### src/rtl/uart_pkg.sv
// Shared types and constants for the UART receive path.
// Combinational only: no latency, no backpressure.
package uart_pkg;

   typedef enum logic [2:0] {
      IDLE,
      START,
      DATA,
      PARITY,
      STOP
   } rx_state_t;

   localparam int   UART_PRESCALE_DEF = 16;
   localparam int   UART_DATA_BITS    = 8;
   localparam logic UART_PAR_EVEN     = 1'b0;
   localparam logic UART_PAR_ODD      = 1'b1;

   function automatic logic maj3(input logic a, input logic b, input logic c);
      return (a & b) | (a & c) | (b & c);
   endfunction

endpackage

### src/rtl/rx_shift_reg.sv
// LSB-first receive shift register: new bit enters the MSB and moves toward bit 0.
// Updates one cycle after enable; no backpressure, holds while enable is low.
module rx_shift_reg
   import uart_pkg::*;
(
   input  logic                      clk,
   input  logic                      rst,
   input  logic                      data_in,
   input  logic                      enable,
   output logic [UART_DATA_BITS-1:0] data_out
);

   always_ff @(posedge clk) begin
      if (!rst) begin
         data_out <= '0;
      end else if (enable) begin
         data_out <= {data_in, data_out[UART_DATA_BITS-1:1]};
      end
   end

endmodule

### src/rtl/uart_rx_ctrl.sv
// UART receive sequencer: start detect, 3-sample majority per bit, parity/stop check.
// Frame-end flags register one cycle after the stop-bit decision; no backpressure.
module uart_rx_ctrl
   import uart_pkg::*;
#(
   parameter int PRESCALE   = UART_PRESCALE_DEF,
   parameter bit PARITY_EN  = 1'b1,
   parameter bit PARITY_ODD = UART_PAR_EVEN
) (
   input  logic                      clk,
   input  logic                      rst,
   input  logic                      rx_in,
   output logic [UART_DATA_BITS-1:0] data_out,
   output logic                      data_valid,
   output logic                      par_err,
   output logic                      stop_err,
   output logic                      busy
);

   localparam int CW = $clog2(PRESCALE);
   localparam int BW = $clog2(UART_DATA_BITS);
   localparam logic [CW-1:0] MID_LO   = CW'(PRESCALE / 2 - 1);
   localparam logic [CW-1:0] MID      = CW'(PRESCALE / 2);
   localparam logic [CW-1:0] MID_HI   = CW'(PRESCALE / 2 + 1);
   localparam logic [CW-1:0] LAST     = CW'(PRESCALE - 1);
   localparam logic [BW-1:0] LAST_BIT = BW'(UART_DATA_BITS - 1);

   rx_state_t     state;
   logic          sync_q1;
   logic          rx_s;
   logic [CW-1:0] edge_cnt;
   logic [BW-1:0] bit_cnt;
   logic          samp_a;
   logic          samp_b;
   logic          parity;
   logic          par_mis;
   logic          decide;
   logic          bit_dec;
   logic          shift_en;

   always_ff @(posedge clk) begin
      if (!rst) begin
         sync_q1 <= 1'b1;
         rx_s    <= 1'b1;
      end else begin
         sync_q1 <= rx_in;
         rx_s    <= sync_q1;
      end
   end

   // Third vote is the live synchronized line in the decision cycle itself.
   assign decide   = (state != IDLE) && (edge_cnt == MID_HI);
   assign bit_dec  = maj3(samp_a, samp_b, rx_s);
   assign shift_en = (state == DATA) && decide;

   always_ff @(posedge clk) begin
      if (!rst) begin
         samp_a <= 1'b0;
         samp_b <= 1'b0;
      end else if (state != IDLE) begin
         if (edge_cnt == MID_LO) samp_a <= rx_s;
         if (edge_cnt == MID)    samp_b <= rx_s;
      end
   end

   always_ff @(posedge clk) begin
      if (!rst) begin
         state      <= IDLE;
         edge_cnt   <= '0;
         bit_cnt    <= '0;
         parity     <= 1'b0;
         par_mis    <= 1'b0;
         busy       <= 1'b0;
         data_valid <= 1'b0;
         par_err    <= 1'b0;
         stop_err   <= 1'b0;
      end else begin
         data_valid <= 1'b0;
         par_err    <= 1'b0;
         stop_err   <= 1'b0;
         edge_cnt   <= (edge_cnt == LAST) ? '0 : edge_cnt + 1'b1;
         case (state)
            IDLE: begin
               edge_cnt <= '0;
               if (!rx_s) begin
                  state   <= START;
                  busy    <= 1'b1;
                  bit_cnt <= '0;
                  parity  <= 1'b0;
                  par_mis <= 1'b0;
               end
            end
            START: begin
               if (decide && bit_dec) begin
                  state <= IDLE;
                  busy  <= 1'b0;
               end else if (edge_cnt == LAST) begin
                  state <= DATA;
               end
            end
            DATA: begin
               if (decide) parity <= parity ^ bit_dec;
               if (edge_cnt == LAST) begin
                  if (bit_cnt == LAST_BIT) state <= PARITY_EN ? PARITY : STOP;
                  else                     bit_cnt <= bit_cnt + 1'b1;
               end
            end
            PARITY: begin
               if (decide) par_mis <= (bit_dec != (parity ^ PARITY_ODD));
               if (edge_cnt == LAST) state <= STOP;
            end
            STOP: begin
               // Leave mid stop bit so an immediately following start edge is caught.
               if (decide) begin
                  state      <= IDLE;
                  busy       <= 1'b0;
                  stop_err   <= !bit_dec;
                  par_err    <= par_mis;
                  data_valid <= bit_dec && !par_mis;
               end
            end
            default: state <= IDLE;
         endcase
      end
   end

   rx_shift_reg u_shift (
      .clk      (clk),
      .rst      (rst),
      .data_in  (bit_dec),
      .enable   (shift_en),
      .data_out (data_out)
   );

endmodule

### config.mk
export PLATFORM = sky130hd
export DESIGN_NAME = uart_rx_ctrl
export DESIGN_NICKNAME = d
export VERILOG_FILES = /design/src/rtl/uart_pkg.sv /design/src/rtl/rx_shift_reg.sv /design/src/rtl/uart_rx_ctrl.sv
export SDC_FILE = /design/constraint.sdc
export NUM_CORES = 1
export LEC_CHECK = 0
export CAP_MARGIN = 20
export CORE_ASPECT_RATIO = 0.7
export CORE_MARGIN = 2
export CORE_UTILIZATION = 54
export CTS_CLUSTER_DIAMETER = 60
export DETAILED_ROUTE_END_ITERATION = 7
export PLACE_DENSITY = 0.86
export SLEW_MARGIN = 20
export SYNTH_ARGS = -nofsm -noshare
export SYNTH_HDL_FRONTEND = slang
export SYNTH_SLANG_ARGS = --single-unit
export TNS_END_PERCENT = 100
### constraint.sdc
create_clock -name clk -period 2.1 [get_ports clk]
set_input_delay 0.42 -clock clk [delete_from_list [all_inputs] [get_ports clk]]
set_output_delay 0.42 -clock clk [all_outputs]
set_load 0.05 [all_outputs]
# ---- Yosys cells after proc, flatten, opt, wreduce, memory -nomap -nowiden
# Index checks and enable logic that the tools add are counted.
dict set report word_totals {
  register_bits 28
  in_bits 3
}
dict set report classes {
  n_mux 21
  n_eq_ne 20
  add_sub_neg 2
  bitwise 7
  reduce_logical 20
}
# operator count
set op_table {}
lappend op_table {{3-bit two-way mux} 10}
lappend op_table {{3-bit case mux with 5 select lines} 1}
lappend op_table {{2-bit != test, second input constant} 7}
lappend op_table {{4-bit == test, second input constant} 3}
lappend op_table {{3-bit AND reduction} 3}
lappend op_table {{4-bit AND reduction} 2}
lappend op_table {{3-bit by 2-bit == test with 1-bit output, second input constant} 2}
lappend op_table {{3-bit == test, second input constant} 2}
lappend op_table {{1-bit two-way mux} 6}
lappend op_table {{3-bit case mux with 2 select lines} 1}
lappend op_table {{6-bit AND reduction} 1}
lappend op_table {{3-bit nonzero test} 2}
lappend op_table {{4-bit by 1-bit adder with 4-bit output, second input constant} 1}
lappend op_table {{4-bit by 3-bit == test with 1-bit output, second input constant} 1}
lappend op_table {{1-bit logical AND} 4}
lappend op_table {{2-bit by 1-bit != test with 1-bit output, second input constant} 2}
lappend op_table {{1-bit case mux with 2 select lines} 2}
lappend op_table {{2-bit AND reduction} 2}
lappend op_table {{2-bit nonzero test} 2}
lappend op_table {{3-bit by 1-bit adder with 3-bit output, second input constant} 1}
lappend op_table {{1-bit bitwise AND} 3}
lappend op_table {{3-bit by 1-bit == test with 1-bit output, second input constant} 1}
lappend op_table {{3-bit logical NOT} 1}
lappend op_table {{3-bit != test, second input constant} 1}
lappend op_table {{other kinds (7)} 9}

# ---- Depth between registers and ports, before layout
dict set report depth {
  depth_word 6
  mapped_depth 7
}

# ---- Cells and area by module
# Synthesis repeated with hierarchy kept, for this count alone.
dict set report unflattened {
  cells_unflattened 135
  area_unflattened_um2 1315.0
}
# mod area_per_inst_um2 cells_per_inst instances
set modules_own_cells {}
lappend modules_own_cells {uart_rx_ctrl 1013.5 110 1}
lappend modules_own_cells {rx_shift_reg 301.5 25 1}

# ---- Worst setup path before layout
# Ideal clock, no wire load.
dict set report synth_timing {
  kind {register to register}
  from {register edge_cnt[1]}
  to {register state[1]}
  path_stages_with_launch 8
  synth_period_minus_slack_ps 1542
  setup_slack_ps 558
  n_path_buf 1
  arrival_ps 1414
  path_cell_list {dfxtp_1 > inv_1 > ha_1 > and3b_1 > buf_6 > a2111oi_4 > a311oi_1 > mux2i_1}
}
dict set report synth_between {
  elab_chain_len 5
  word_cells_on_any_way 11
  cone_classes {6 x eq/ne; 2 x mux; 3 x reduce/logical}
}
# item line
set synth_lines {}
lappend synth_lines {{from (decl)} uart_rx_ctrl.sv:31} ;# logic [CW-1:0] edge_cnt;
lappend synth_lines {{from (signal assigned)} uart_rx_ctrl.sv:81} ;# edge_cnt <= (edge_cnt == LAST) ? '0 : edge_cnt + 1'b1;
lappend synth_lines {{4-bit == test} uart_rx_ctrl.sv:52} ;# assign decide = (state != IDLE) && (edge_cnt == MID_HI);
lappend synth_lines {{1-bit logical AND} uart_rx_ctrl.sv:52}
lappend synth_lines {{1-bit logical AND} uart_rx_ctrl.sv:94} ;# if (decide && bit_dec) begin
lappend synth_lines {{3-bit != test (no line) or 3-bit two-way mux (tied branches)} --}
lappend synth_lines {{6-bit AND reduction (no line) or 3-bit case mux with 5 select lines (tied branches)} --}
lappend synth_lines {{to (signal assigned)} uart_rx_ctrl.sv:104} ;# if (bit_cnt == LAST_BIT) state <= PARITY_EN ? PARITY : STOP;
lappend synth_lines {{to (decl)} uart_rx_ctrl.sv:28} ;# rx_state_t state;
# Parallel ways exist; a longest one is shown, timed or not.
# A chain may end at the register's enable or synchronous reset.

# ---- Final worst setup path
dict set report layout_timing {
  from {register u_shift.data_out[2]}
  to {output port data_out[2]}
}
# item line
set layout_rtl {}
lappend layout_rtl {{from (decl)} rx_shift_reg.sv:10} ;# output logic [UART_DATA_BITS-1:0] data_out
lappend layout_rtl {{from (signal assigned)} rx_shift_reg.sv:17} ;# data_out <= {data_in, data_out[UART_DATA_BITS-1:1]};
lappend layout_rtl {{to (decl)} uart_rx_ctrl.sv:13} ;# output logic [UART_DATA_BITS-1:0] data_out,
# No word-level cell between the ends.

==> results.md <==
* Status: finished, final reports clean
* Final WL at 2450 um
* Worst slew pin tran at 0.657 ns
* Yosys warning count at 0
* Buf/Inv on CP at 1
* Crit-path max FO at 3
* Clock-pin slew on the worst setup and hold paths at 0.15 ns
* Nets@finish at 154
* Port Buffers at 14
* Top_reg_cell synth: dfxtp_1
* Worst Path Required at 1.68 ns
* Dpl hpwl at 1810 um
* GRT Resource Usage Total at 18.8%
* N_diodes at 0
* Metal2 WL at 1130 um
* Top cells by area, synth: dfxtp_1, mux2i_1, ha_1
* Post-cts resize count at 0
* Layout cell share with drive strength beyond 1 at 8.97%
* Worst vdd ir at 462 uV
* Fmax at 509 MHz
* WL per Instance at 13.7 um
* Setup repair bufs after CTS at 0
* Rows at 15
* Clk sinks at 28
* DRC violations left at 0
* Layout Cells excl Fill at 179
* Clock skew at 0.00981 ns
* Crit-path cells: clkdlybuf4s50_1
* Area growth, synth to finish at 13.8%
* Crit path DAT at 1.55 ns
* Max-capacitance violation count at 0
* Worst-skew pair later-pin latency at 0.34 ns
* Largest net degree at the start of global routing at 18
* Max-slew headroom at 56.2%
* Die ar. at 2880 um2
* Mean area per synthesized cell at 9.79 um2
* Setup ws final at 0.134 ns
* Core area at 2400 um2
* CP max-delay cell: clkdlybuf4s50_1
* Syn nets at 144
* CTS tree: built
* Metal3 WL at 119 um
* Initial drt markers at 20
* Htree depth at 1
* Final hold viol count at 0
* Cts hold-fix bufs at 0
* Fillers at 230
* Crit path kind: flop to primary output
* Initial Utilization at 55.4%
* First-pass GRT wire length at 4170 um
* Top cell type's share of synthesized area at 42.1%
* Pwr Total at 971 uW
* Mapped Cells at 136
* Max Root-Sink Buffers at 2
* Most common cell in the netlist: dfxtp_1
* Netlist Area Pre-Place at 1330 um2
* Clock buffer count from CTS at 3
* Final setup vio count at 0
* Crit. End Element: primary output
* Width of the chip at 63.3 um
* Antenna violations before repair at 0
* Leakage at 0.616 nW
* Peak per-stage delay on the critical path at 0.82 ns
* Routed Antenna Nets at 0
* Async set-reset flop share out of synthesis at 0%
* Top Metal Used: met4
* WL met1 at 1170 um
* Pre-CTS setup slack at 0.406 ns
* Vias in the first global route at 938
* Clk root buf: clkbuf_4
* Startpoint types: flop
* Via-per-instance ratio at 5.51
* Post-Place Cells at 175
* Setup TNS at 0 ns
* CP top delay family: buffers and inverters
* Total congestion overflow at 0
* Pre-Repair DR Iteration Count at 4
* Hold Path Class: flop to flop
* Seq cells post-synth at 28
* Gpl congestion at 0.771
* Sequential area share after synthesis at 42.1%
* RSZ-0062 raised after global routing: no
* Vias at 987
* Final core occ at 63.1%
* EDFF count, synth at 0
* DIE HEIGHT at 45.5 um
* Post-synth top area cell: dfxtp_1
* IO Count at 15
* Period Utilization, post-route at 93.6%
* Pins Over Slew Limit at 0
* Commonest cells in the netlist: dfxtp_1, mux2i_1, nor2b_1
* Post-synthesis cell type count at 35
* P per Cell Area at 641 nW/um2
* Tmin final at 1.97 ns
placed cells by master, fill, tap and decap left out, drive strengths merged, types with 2 or more instances in the layout:
master and instances:
a21oi 2, inv 6, and3 2, xor2 3
nor2b 9, nand2b 4, nand4b 6, clkbuf 3
a311oi 2, a21boi 4, nor3 3, and2 2
ha 5, nand3 5, nand2 3, nand4 3
o21ai 8, clkdlybuf4s50 14, mux2i 12, dfxtp 28
nor2 9
state kept, by name (all words and copies together) (netlist names):
| name | flops |
|---|---|
| busy | 1 |
| state | 3 |
| stop_err | 1 |
| bit_cnt | 3 |
| data_valid | 1 |
| samp_b | 1 |
| par_err | 1 |
| sync_q1 | 1 |
| rx_s | 1 |
| samp_a | 1 |
| u_shift.data_out | 8 |
| edge_cnt | 4 |
| parity | 1 |
| par_mis | 1 |
final timing paths:
path                                           from          end  slack, ns  depth (start not counted)
worst max register to register          edge_cnt[0]     state[1]       0.34                          5
worst max-delay path            u_shift.data_out[2]  data_out[2]       0.13                          1
worst min-delay path                        sync_q1         rx_s       0.44                          1
worst min register to register              sync_q1         rx_s       0.44                          1
per-stage QoR:
step,hold slack [ns],area (um2)
floorplan,0.386,1330
global placement,0.400,1460
detailed placement,0.410,1460
CTS,0.444,1520
global route,0.473,1520
finish,0.439,1520
routing by layer:
metal | vias up | global-route usage [%]
li1 | 496 | -
met3 | 5 | 5.20
met2 | 24 | 32.2
met5 | - | 0
met1 | 462 | 24.2
met4 | 0 | 3.91
final cells by class:
cell class	instances	area (um2)	share of cell area, %
sequential	28	561	37.0
clock inverter	1	30.0	1.98
clock buffer	3	22.5	1.49
timing repair buffer	15	148	9.74
tap	34	42.5	2.81
multi-input combinational	92	689	45.5
inverter	6	22.5	1.49
report_power, final:
part,internal [mW],switching (mW)
Combinational,0.0293,0.0326
Clock,0.193,0.163
Sequential,0.538,0.0143
cell families (layout without fill, tap and decap cells):
group / Yosys count / in the layout / share of synthesized area (%)
xor gates and xnor gates: 4 / 4 / 2.63
muxes: 12 / 12 / 9.02
buffers and inverters: 16 / 25 / 6.11
DFF: 28 / 28 / 42.1
adders and majority gates: 6 / 6 / 5.55
AOI/OAI and AO/OA: 19 / 19 / 10.9
and+or+nand+nor: 51 / 51 / 23.7
(Power assumes the default switching activity.)
==> RTL change: new RTL, config.mk and constraints unchanged <==
Change the package constant `UART_DATA_BITS` from 8 to 4.
--- a/src/rtl/uart_pkg.sv
+++ b/src/rtl/uart_pkg.sv
@@ -13,3 +13,3 @@
    localparam int   UART_PRESCALE_DEF = 16;
-   localparam int   UART_DATA_BITS    = 8;
+   localparam int   UART_DATA_BITS    = 4;
    localparam logic UART_PAR_EVEN     = 1'b0;
Ports: changed (resized data_out); port bits go from 15 to 11. The function was not compared with the original's and may differ.
==> RTL change against the unedited design <==
- utilization up 2.1 points
- total power shrank 28%
- routed wire length decreased by 14%
- sequential share of layout area is 0.44 points higher
- synthesized area down 18%
- die area is 17% lower
- cell area shrank 19%
- sequential cell count shrank 5
- worst setup slack better by 29 ps
- highest routed layer unchanged
==> RTL change: results (changes against the unedited design) <==
outcome:
  status: "complete, no violations"  # unchanged
yosys:
  synth_common_cells: "dfxtp_1, nand2_1, mux2i_1, nor2_1, inv_1"  # was dfxtp_1, mux2i_1, nor2b_1
  ys_types: 39  # was 35
  ys_top_cells_by_area: "dfxtp_1, mux2i_1, ha_1, nand4b_1, nand2_1"  # was dfxtp_1, mux2i_1, ha_1, nor2b_1, nand4b_1
  yosysSeqAreaShare_pct: 42.30  # was 42.11%
timing:
  finClkSkew_ps: 3.205  # was 9.812 ps
  maxSlewHeadroom_pct: 61.22  # was 56.17%
worst_setup_path:
  r2r_cells: 4  # was 5
  cp-startpoint: "u_shift.data_out[1]"  # was u_shift.data_out[2]
  r2r_setup_slack_ps: 420  # was 340 ps
  arrival_ps: 1520  # was 1550 ps
  worstSetupEndpoint: "data_out[1]"  # was data_out[2]
clocking:
  clock_latency_ps: 310  # was 340 ps
  clkSlewWorstSetupHoldPaths_ps: 120  # was 150 ps
finish:
  reg_top3: "edge_cnt (4), u_shift.data_out (4), state (3)"  # was u_shift.data_out (8), edge_cnt (4)
  drive_gt1_share_pct: 7.937  # was 8.966%
placement:
  dp_hpwl_um: 1555  # was 1807 µm
  io_buffers: 10  # was 14
  place.gp.congestion: 0.7861  # was 0.7705
drt:
  vias: 846  # was 987
  dr_wl_met3_um: 105  # was 119 µm
  drtIter0Drc: 39  # was 20
  wl_um: 2119  # was 2451 µm
  met2_length_um: 990  # was 1134 µm
power:
  vdd_drop_max_v: 0.0004032  # was 0.0004618 V
RTL change: how the worst min path moves through the flow:
stage,end,slack [ps],cells after the start
finish,rx_s,420,1
global route,rx_s,470,1
CTS,rx_s,430,1
detailed placement,rx_s,400,1
global placement,rx_s,390,1
floorplan,rx_s,390,1
RTL change: cell type report:
type | count | area, µm²
Timing Repair Buffer | 12 | 115.1
Multi-Input combinational cell | 81 | 578.1
Inverter | 6 | 22.52
Tap cell | 22 | 27.53
Clock buffer | 4 | 26.28
Sequential cell | 23 | 460.4
Fill cell | 159 | 656.9
RTL change: routing by layer:
metal,track usage [%],vias up
li1,-,425
met4,6.512,0
met3,5.607,5
met2,31.36,20
met5,0,-
met1,26.51,396
RTL change: report_power, final:
part	internal (mW)	leakage, nW	switching, mW
clock	0.0742	0.0150	0.130
combinational	0.0191	0.307	0.0237
sequential	0.442	0.186	0.00854
RTL change: cell families (layout without fill, tap and decap cells):
| group | count (synthesis) | count (layout) | share of synthesized area [%] |
|---|---|---|---|
| simple gates | 50 | 50 | 27.36 |
| flops | 23 | 23 | 42.30 |
| compound gates | 14 | 14 | 9.540 |
| buf+inv | 11 | 22 | 4.597 |
| mux | 8 | 8 | 7.357 |
| fa+ha+maj | 5 | 5 | 5.632 |
| xor+xnor | 4 | 4 | 3.219 |
RTL change: metrics by stage:
stage / area (µm²) / instances / power, mW / util (%)
3_5_place_dp: 1204 / 144 / 0.5019 / 63.79
6_report: 1230 / 148 / 0.6972 / 65.19
5_1_grt: 1230 / 148 / 0.7270 / 65.19
4_1_cts: 1230 / 148 / 0.7014 / 65.19
2_1_floorplan: 1089 / 115 / 0.4897 / -
3_3_place_gp: 1204 / 144 / 0.4993 / 63.79
